==> src/rtl/cpu_pkg.sv <==
// rtl/cpu_pkg.sv - shared CPU opcodes, ALUOp encodings and control FSM state/strobe types
package cpu_pkg;

    localparam logic [3:0] OP_RTYPE = 4'b0000;
    localparam logic [3:0] OP_ADDI  = 4'b0001;
    localparam logic [3:0] OP_SUBI  = 4'b0010;
    localparam logic [3:0] OP_SLTI  = 4'b0011;
    localparam logic [3:0] OP_LW    = 4'b0100;
    localparam logic [3:0] OP_SW    = 4'b0101;
    localparam logic [3:0] OP_BEQ   = 4'b0110;
    localparam logic [3:0] OP_HALT  = 4'b1111;

    localparam logic [1:0] ALUOP_ADD   = 2'b00;
    localparam logic [1:0] ALUOP_SUB   = 2'b01;
    localparam logic [1:0] ALUOP_FUNCT = 2'b10;
    localparam logic [1:0] ALUOP_IMM   = 2'b11;

    typedef enum logic [3:0] {
        S_IDLE,
        S_FETCH,
        S_DECODE,
        S_EXEC_R,
        S_EXEC_I,
        S_WB_ALU,
        S_MEM_ADDR,
        S_MEM_RD,
        S_WB_MEM,
        S_MEM_WR,
        S_BRANCH,
        S_HALT
    } state_t;

    typedef struct packed {
        logic       reg_dst;
        logic       branch;
        logic       mem_read;
        logic       mem_write;
        logic       reg_write;
        logic       mem_to_reg;
        logic       alu_src;
        logic [1:0] alu_op;
        logic       pc_write;
        logic       ir_write;
    } ctrl_t;

endpackage

==> src/rtl/control_fsm_if.sv <==
// rtl/control_fsm_if.sv - opcode/stall inputs and datapath control strobes between control_fsm and datapath
interface control_fsm_if #(
    parameter int OPW    = 4,
    parameter int ALUOPW = 2
);
    logic [OPW-1:0]    opcode;
    logic              Stall;
    logic              RegDst;
    logic              Branch;
    logic              MemRead;
    logic              MemWrite;
    logic              RegWrite;
    logic              MemToReg;
    logic              ALUSrc;
    logic [ALUOPW-1:0] ALUOp;
    logic              PCWrite;
    logic              IRWrite;
    logic              Halted;
    logic              Illegal;

    modport master (
        input  opcode, Stall,
        output RegDst, Branch, MemRead, MemWrite, RegWrite, MemToReg, ALUSrc,
               ALUOp, PCWrite, IRWrite, Halted, Illegal
    );

    modport slave (
        output opcode, Stall,
        input  RegDst, Branch, MemRead, MemWrite, RegWrite, MemToReg, ALUSrc,
               ALUOp, PCWrite, IRWrite, Halted, Illegal
    );
endinterface

==> src/rtl/control_fsm_outdec.sv <==
// rtl/control_fsm_outdec.sv - combinational state-to-strobe decoder with stall gating of write strobes
module control_fsm_outdec
    import cpu_pkg::*;
(
    input  state_t state,
    input  logic   rtype,
    input  logic   stall,
    output ctrl_t  ctrl
);

    always_comb begin
        ctrl = '0;
        case (state)
            S_FETCH: begin
                ctrl.mem_read = 1'b1;
                ctrl.ir_write = 1'b1;
                ctrl.pc_write = 1'b1;
            end
            S_EXEC_R: begin
                ctrl.alu_op = ALUOP_FUNCT;
            end
            S_EXEC_I: begin
                ctrl.alu_src = 1'b1;
                ctrl.alu_op  = ALUOP_IMM;
            end
            S_WB_ALU: begin
                ctrl.reg_write = 1'b1;
                ctrl.reg_dst   = rtype;
            end
            S_MEM_ADDR: begin
                ctrl.alu_src = 1'b1;
                ctrl.alu_op  = ALUOP_ADD;
            end
            S_MEM_RD: begin
                ctrl.mem_read = 1'b1;
            end
            S_WB_MEM: begin
                ctrl.mem_read   = 1'b1;
                ctrl.mem_to_reg = 1'b1;
                ctrl.reg_write  = 1'b1;
            end
            S_MEM_WR: begin
                ctrl.mem_write = 1'b1;
            end
            S_BRANCH: begin
                ctrl.branch = 1'b1;
                ctrl.alu_op = ALUOP_SUB;
            end
            default: ;
        endcase

        // A stalled cycle must not commit anything; read/select strobes stay so the datapath keeps its operands.
        if (stall) begin
            ctrl.pc_write  = 1'b0;
            ctrl.ir_write  = 1'b0;
            ctrl.reg_write = 1'b0;
            ctrl.mem_write = 1'b0;
            ctrl.branch    = 1'b0;
        end
    end

endmodule

==> src/rtl/control_fsm.sv <==
// rtl/control_fsm.sv - multi-cycle CPU control FSM; CONTROL_FSM_PERF_CNT_EN adds cycle_cnt/instr_cnt
module control_fsm
    import cpu_pkg::*;
#(
    parameter int OPW    = 4,
    parameter int ALUOPW = 2
) (
    input  logic              Clock,
    input  logic              Reset_n,
    control_fsm_if.master     bus
`ifdef CONTROL_FSM_PERF_CNT_EN
    ,
    output logic [15:0]       cycle_cnt,
    output logic [15:0]       instr_cnt
`endif
);

    state_t           state;
    logic             rtype_q;
    logic             store_q;
    logic             illegal_q;
    logic             halted_q;
    logic [OPW-1:0]   op;
    ctrl_t            ctrl;

    assign op = bus.opcode;

    always_ff @(posedge Clock) begin
        if (!Reset_n) begin
            state     <= S_IDLE;
            rtype_q   <= 1'b0;
            store_q   <= 1'b0;
            illegal_q <= 1'b0;
            halted_q  <= 1'b0;
        end else if (!bus.Stall) begin
            case (state)
                S_IDLE:   state <= S_FETCH;
                S_FETCH:  state <= S_DECODE;
                S_DECODE: begin
                    case (op)
                        OPW'(OP_RTYPE): begin
                            state   <= S_EXEC_R;
                            rtype_q <= 1'b1;
                        end
                        OPW'(OP_ADDI), OPW'(OP_SUBI), OPW'(OP_SLTI): begin
                            state   <= S_EXEC_I;
                            rtype_q <= 1'b0;
                        end
                        OPW'(OP_LW): begin
                            state   <= S_MEM_ADDR;
                            store_q <= 1'b0;
                        end
                        OPW'(OP_SW): begin
                            state   <= S_MEM_ADDR;
                            store_q <= 1'b1;
                        end
                        OPW'(OP_BEQ):  state <= S_BRANCH;
                        OPW'(OP_HALT): begin
                            state    <= S_HALT;
                            halted_q <= 1'b1;
                        end
                        default: begin
                            state     <= S_FETCH;
                            illegal_q <= 1'b1;
                        end
                    endcase
                end
                S_EXEC_R, S_EXEC_I: state <= S_WB_ALU;
                // LW/SW decision was captured at DECODE, the opcode input may already have moved on.
                S_MEM_ADDR: state <= store_q ? S_MEM_WR : S_MEM_RD;
                S_MEM_RD:   state <= S_WB_MEM;
                S_WB_ALU, S_WB_MEM, S_MEM_WR, S_BRANCH: state <= S_FETCH;
                S_HALT:     state <= S_HALT;
                default:    state <= S_IDLE;
            endcase
        end
    end

    control_fsm_outdec u_outdec (
        .state (state),
        .rtype (rtype_q),
        .stall (bus.Stall),
        .ctrl  (ctrl)
    );

    assign bus.RegDst   = ctrl.reg_dst;
    assign bus.Branch   = ctrl.branch;
    assign bus.MemRead  = ctrl.mem_read;
    assign bus.MemWrite = ctrl.mem_write;
    assign bus.RegWrite = ctrl.reg_write;
    assign bus.MemToReg = ctrl.mem_to_reg;
    assign bus.ALUSrc   = ctrl.alu_src;
    assign bus.ALUOp    = ALUOPW'(ctrl.alu_op);
    assign bus.PCWrite  = ctrl.pc_write;
    assign bus.IRWrite  = ctrl.ir_write;
    assign bus.Halted   = halted_q;
    assign bus.Illegal  = illegal_q;

`ifdef CONTROL_FSM_PERF_CNT_EN
    always_ff @(posedge Clock) begin
        if (!Reset_n) begin
            cycle_cnt <= 16'd0;
            instr_cnt <= 16'd0;
        end else if (!bus.Stall) begin
            if (state != S_IDLE && state != S_HALT) begin
                cycle_cnt <= cycle_cnt + 16'd1;
            end
            if (state == S_WB_ALU || state == S_WB_MEM || state == S_MEM_WR || state == S_BRANCH) begin
                instr_cnt <= instr_cnt + 16'd1;
            end
        end
    end
`endif

endmodule
==> src/flat_wrapper.sv <==
// flat-port wrapper written by rule: the top's interface ports become plain ports
module control_fsm_flat import cpu_pkg::*;
#(
    parameter int OPW    = 4,
    parameter int ALUOPW = 2
)
  (Clock, Reset_n, bus_opcode, bus_Stall, bus_RegDst, bus_Branch, bus_MemRead, bus_MemWrite, bus_RegWrite, bus_MemToReg, bus_ALUSrc, bus_ALUOp, bus_PCWrite, bus_IRWrite, bus_Halted, bus_Illegal);
  control_fsm_if #(.OPW(OPW), .ALUOPW(ALUOPW)) bus_i ();
  input  logic Clock;
  input  logic Reset_n;
  input wire logic [$bits(bus_i.opcode)-1:0] bus_opcode;
  input wire logic [$bits(bus_i.Stall)-1:0] bus_Stall;
  output wire logic [$bits(bus_i.RegDst)-1:0] bus_RegDst;
  output wire logic [$bits(bus_i.Branch)-1:0] bus_Branch;
  output wire logic [$bits(bus_i.MemRead)-1:0] bus_MemRead;
  output wire logic [$bits(bus_i.MemWrite)-1:0] bus_MemWrite;
  output wire logic [$bits(bus_i.RegWrite)-1:0] bus_RegWrite;
  output wire logic [$bits(bus_i.MemToReg)-1:0] bus_MemToReg;
  output wire logic [$bits(bus_i.ALUSrc)-1:0] bus_ALUSrc;
  output wire logic [$bits(bus_i.ALUOp)-1:0] bus_ALUOp;
  output wire logic [$bits(bus_i.PCWrite)-1:0] bus_PCWrite;
  output wire logic [$bits(bus_i.IRWrite)-1:0] bus_IRWrite;
  output wire logic [$bits(bus_i.Halted)-1:0] bus_Halted;
  output wire logic [$bits(bus_i.Illegal)-1:0] bus_Illegal;
  assign bus_i.opcode = bus_opcode;
  assign bus_i.Stall = bus_Stall;
  assign bus_RegDst = bus_i.RegDst;
  assign bus_Branch = bus_i.Branch;
  assign bus_MemRead = bus_i.MemRead;
  assign bus_MemWrite = bus_i.MemWrite;
  assign bus_RegWrite = bus_i.RegWrite;
  assign bus_MemToReg = bus_i.MemToReg;
  assign bus_ALUSrc = bus_i.ALUSrc;
  assign bus_ALUOp = bus_i.ALUOp;
  assign bus_PCWrite = bus_i.PCWrite;
  assign bus_IRWrite = bus_i.IRWrite;
  assign bus_Halted = bus_i.Halted;
  assign bus_Illegal = bus_i.Illegal;
  control_fsm #(.OPW(OPW), .ALUOPW(ALUOPW)) u_core (.Clock(Clock), .Reset_n(Reset_n), .bus(bus_i));
endmodule
==> config.mk <==
export PLATFORM = sky130hd
export DESIGN_NAME = control_fsm_flat
export DESIGN_NICKNAME = d
export VERILOG_FILES = /design/src/rtl/cpu_pkg.sv /design/src/rtl/control_fsm_if.sv /design/src/rtl/control_fsm_outdec.sv /design/src/rtl/control_fsm.sv /design/src/flat_wrapper.sv
export SDC_FILE = /design/constraint.sdc
export NUM_CORES = 1
export LEC_CHECK = 0
export CAP_MARGIN = 20
export CELL_PAD_IN_SITES_DETAIL_PLACEMENT = 1
export CELL_PAD_IN_SITES_GLOBAL_PLACEMENT = 2
export CORE_UTILIZATION = 28
export CTS_CLUSTER_DIAMETER = 80
export DETAILED_ROUTE_END_ITERATION = 10
export GPL_ROUTABILITY_DRIVEN = 0
export PLACE_DENSITY_LB_ADDON = 0.1
export SLEW_MARGIN = 10
export SYNTH_ARGS = -nofsm -noshare
export SYNTH_HDL_FRONTEND = slang
export SYNTH_HIERARCHICAL = 1
export SYNTH_SLANG_ARGS = --single-unit
==> constraint.sdc <==
create_clock -name Clock -period 4.46 [get_ports Clock]
set_clock_uncertainty 0.15 [all_clocks]
set_input_delay 0.892 -clock Clock [delete_from_list [all_inputs] [get_ports Clock]]
set_output_delay 0.892 -clock Clock [all_outputs]
set_load 0.02 [all_outputs]
==> metrics <==
nets=114; proportion of layout cells with a drive suffix above 1=between 10% and 20%; Wirelength per Cell=14.1 microns; CTS Buffer Depth=2; postcts setup bufs=0; Vias per Instance=approximately 5.6; Worst VDD drop=141 uV; Die Wd=between 50 and 60 microns; Max-cap violations=0; Post-synth EDFFs=0; post-cts hold buffer count=0; clk_lat worst skew=~0.26 ns; Gate power share=approximately 24%; sequential share of power=~44%; Worst-Margin Slew=about 0.67 ns; Avg Inst Size Synth=between 7 and 8 sq um; Crit Path Category=in2out; Clk pwr share=a little under a third; Slew Limit Fails=0; post-synth top area cell=dfxtp_1; H-Tree Depth=1; DRC=0; crit path capture type=output pin; post-synthesis sequential area ratio=21.7%; ANT nets after route=0; hold_ws=approximately 0.33 ns; RSZ-0062 raised after global routing=false; Die ar.=about 0.0028 sq mm; final worst-path cycle share=between 80% and 90%; internal power=0.126 mW; WL final=about 1900 microns; Critical Path Source Type=input pin; initial antenna violation count=0; fill count=around 300; Row Count=18; Inserted Diodes=0; IO buf count=19; vias=roughly 750; initial core utilization=between 20% and 30%; fin worst setup slack=just over 0.7 ns; Switch Pwr=just under 0.06 mW; Setup Slack @ Placement=between 0.7 and 0.8 ns; Peak Freq=0.267 GHz; synth top area cells=dfxtp_1 (22%), a21oi_1 (8.1%), nor2_1 (4.6%), buf_6 (4.6%), a211oi_1 (3.1%); chip height=between 50 and 60 microns; Req. time, crit path=approximately 3.4 ns; cts bufs inserted=3; commonest non-fill, non-tap cell in the layout=clkdlybuf4s50_1; synthesis-stage register bit count=8; CTS tree=done; clk sinks=8; leading cell types in the layout, fill and taps excluded=clkdlybuf4s50_1 (19), a21oi_1 (12), nor2_1 (9); Mapped Area=738 sq um; io pins=20; setup violators final=0; GR Overflow Total=0; Pleak=~0.29 nW; pwr dens=a little over 200 mW/mm^2; CP Data Arrival Time=2.70 ns; minimum clock period after layout=3.74 ns; Root Buffer=clkbuf_4; number of library cell types mapped by synthesis=43; Clock transition at path regs=around 0.06 ns; area share of the largest cell type after synthesis=21.7%; overall power=0.185 mW; post-synthesis instance total=93; Hold Vio Cnt, Final=0; final core occ=a little under two fifths; synth warn=6; Final TNS setup=0 ns; switching share of power=between 30% and 40%; status=finished clean; Layout area overhead=24.7%; crit path max fanout=14; first-pass GRT wire length=3210 microns; post-cts resize count=0; Tot GR Track Use=15.4%; 1st-iter DRT viols=8; ys flop type=dfxtp_1; Slew HR=between 50% and 60%; vias in the first global route=729; worst min-delay path category=reg2reg; asr flop ratio synth=0%; pin count of the biggest net entering global routing=23; detailed placement HPWL=between 1000 and 1500 microns; syn_nets=100; core area=~0.0025 sq mm; drt pass-1 iters=4
path summary, 6_finish.rpt:
check / from / endpoint / slack [ns] / cells past startpoint
min reg2reg: u_core/bus.Halted / u_core/bus.Halted / 0.33 / 2
min: u_core/bus.Halted / u_core/bus.Halted / 0.33 / 2
max reg2reg: u_core/state[1] / u_core/store_q / 2.37 / 4
max: bus_Stall / bus_IRWrite / 0.72 / 3
logic make-up (layout without fill, tap and decap cells):
family                    count (synthesis)  count (layout)  share of synthesized area, %
muxes                                     2               2                          2.71
buffers and inverters                    14              26                          11.2
DFF                                       8               8                          21.7
and+or+nand+nor                          38              38                          37.3
AOI/OAI and AO/OA                        28              28                          23.6
xor gates and xnor gates                  3               3                          3.56
per-stage QoR:
| stage | instances | instance area, sq um |
|---|---|---|
| floorplan | 93 | 738 |
| global placement | 132 | 898 |
| detailed placement | 132 | 898 |
| CTS | 135 | 921 |
| global route | 135 | 921 |
| finish | 135 | 921 |
registers in the layout, indices dropped and copies added (netlist names):
| register | flops |
|---|---|
| u_core/bus.Halted | 1 |
| u_core/bus.Illegal | 1 |
| u_core/rtype_q | 1 |
| u_core/state | 4 |
| u_core/store_q | 1 |
cell type report:
class / instances / area [sq um] / share of cell area, %
multi-input cells: 71 / 495 / 53.8
repair buffers: 19 / 190 / 20.7
flip-flops and latches: 8 / 160 / 17.4
clock buffers: 3 / 22.5 / 2.45
inverters: 4 / 15.0 / 1.63
well taps: 30 / 37.5 / 4.08
per-layer routing:
layer / share of wire [%] / global-route usage [%]
met1: 48 / 18.9
met2: 47 / 26.5
met3: 3.8 / 1.72
met4: 1.0 / 6.58
met5: 0 / 0
power by group through the flow:
stage	clock network, mW	logic (mW)	registers (mW)
3_5_place_dp	0	0.0449	0.0838
6_report	0.0583	0.0448	0.0823
3_3_place_gp	0	0.0448	0.0841
5_1_grt	0.0620	0.0501	0.0832
2_1_floorplan	0	0.0366	0.0770
4_1_cts	0.0607	0.0451	0.0823
worst max-delay path: stages:
cell and delay [ns]:
clkdlybuf4s50_1 0.70, nor4_1 0.43, clkdlybuf4s50_1 0.67
cell usage after synthesis, types with 2 or more instances:
cell type,count
a211oi_1,3
a21oi_1,12
a31oi_1,2
and3_1,2
buf_2,2
buf_6,3
clkbuf_1,3
dfxtp_1,8
inv_1,4
mux2i_1,2
nand2b_1,2
nand3b_1,3
nor2_1,9
nor2b_1,2
nor3b_1,3
o21ai_0,4
or3b_1,2
xnor2_1,2
Power figures use the tool's default switching activity.
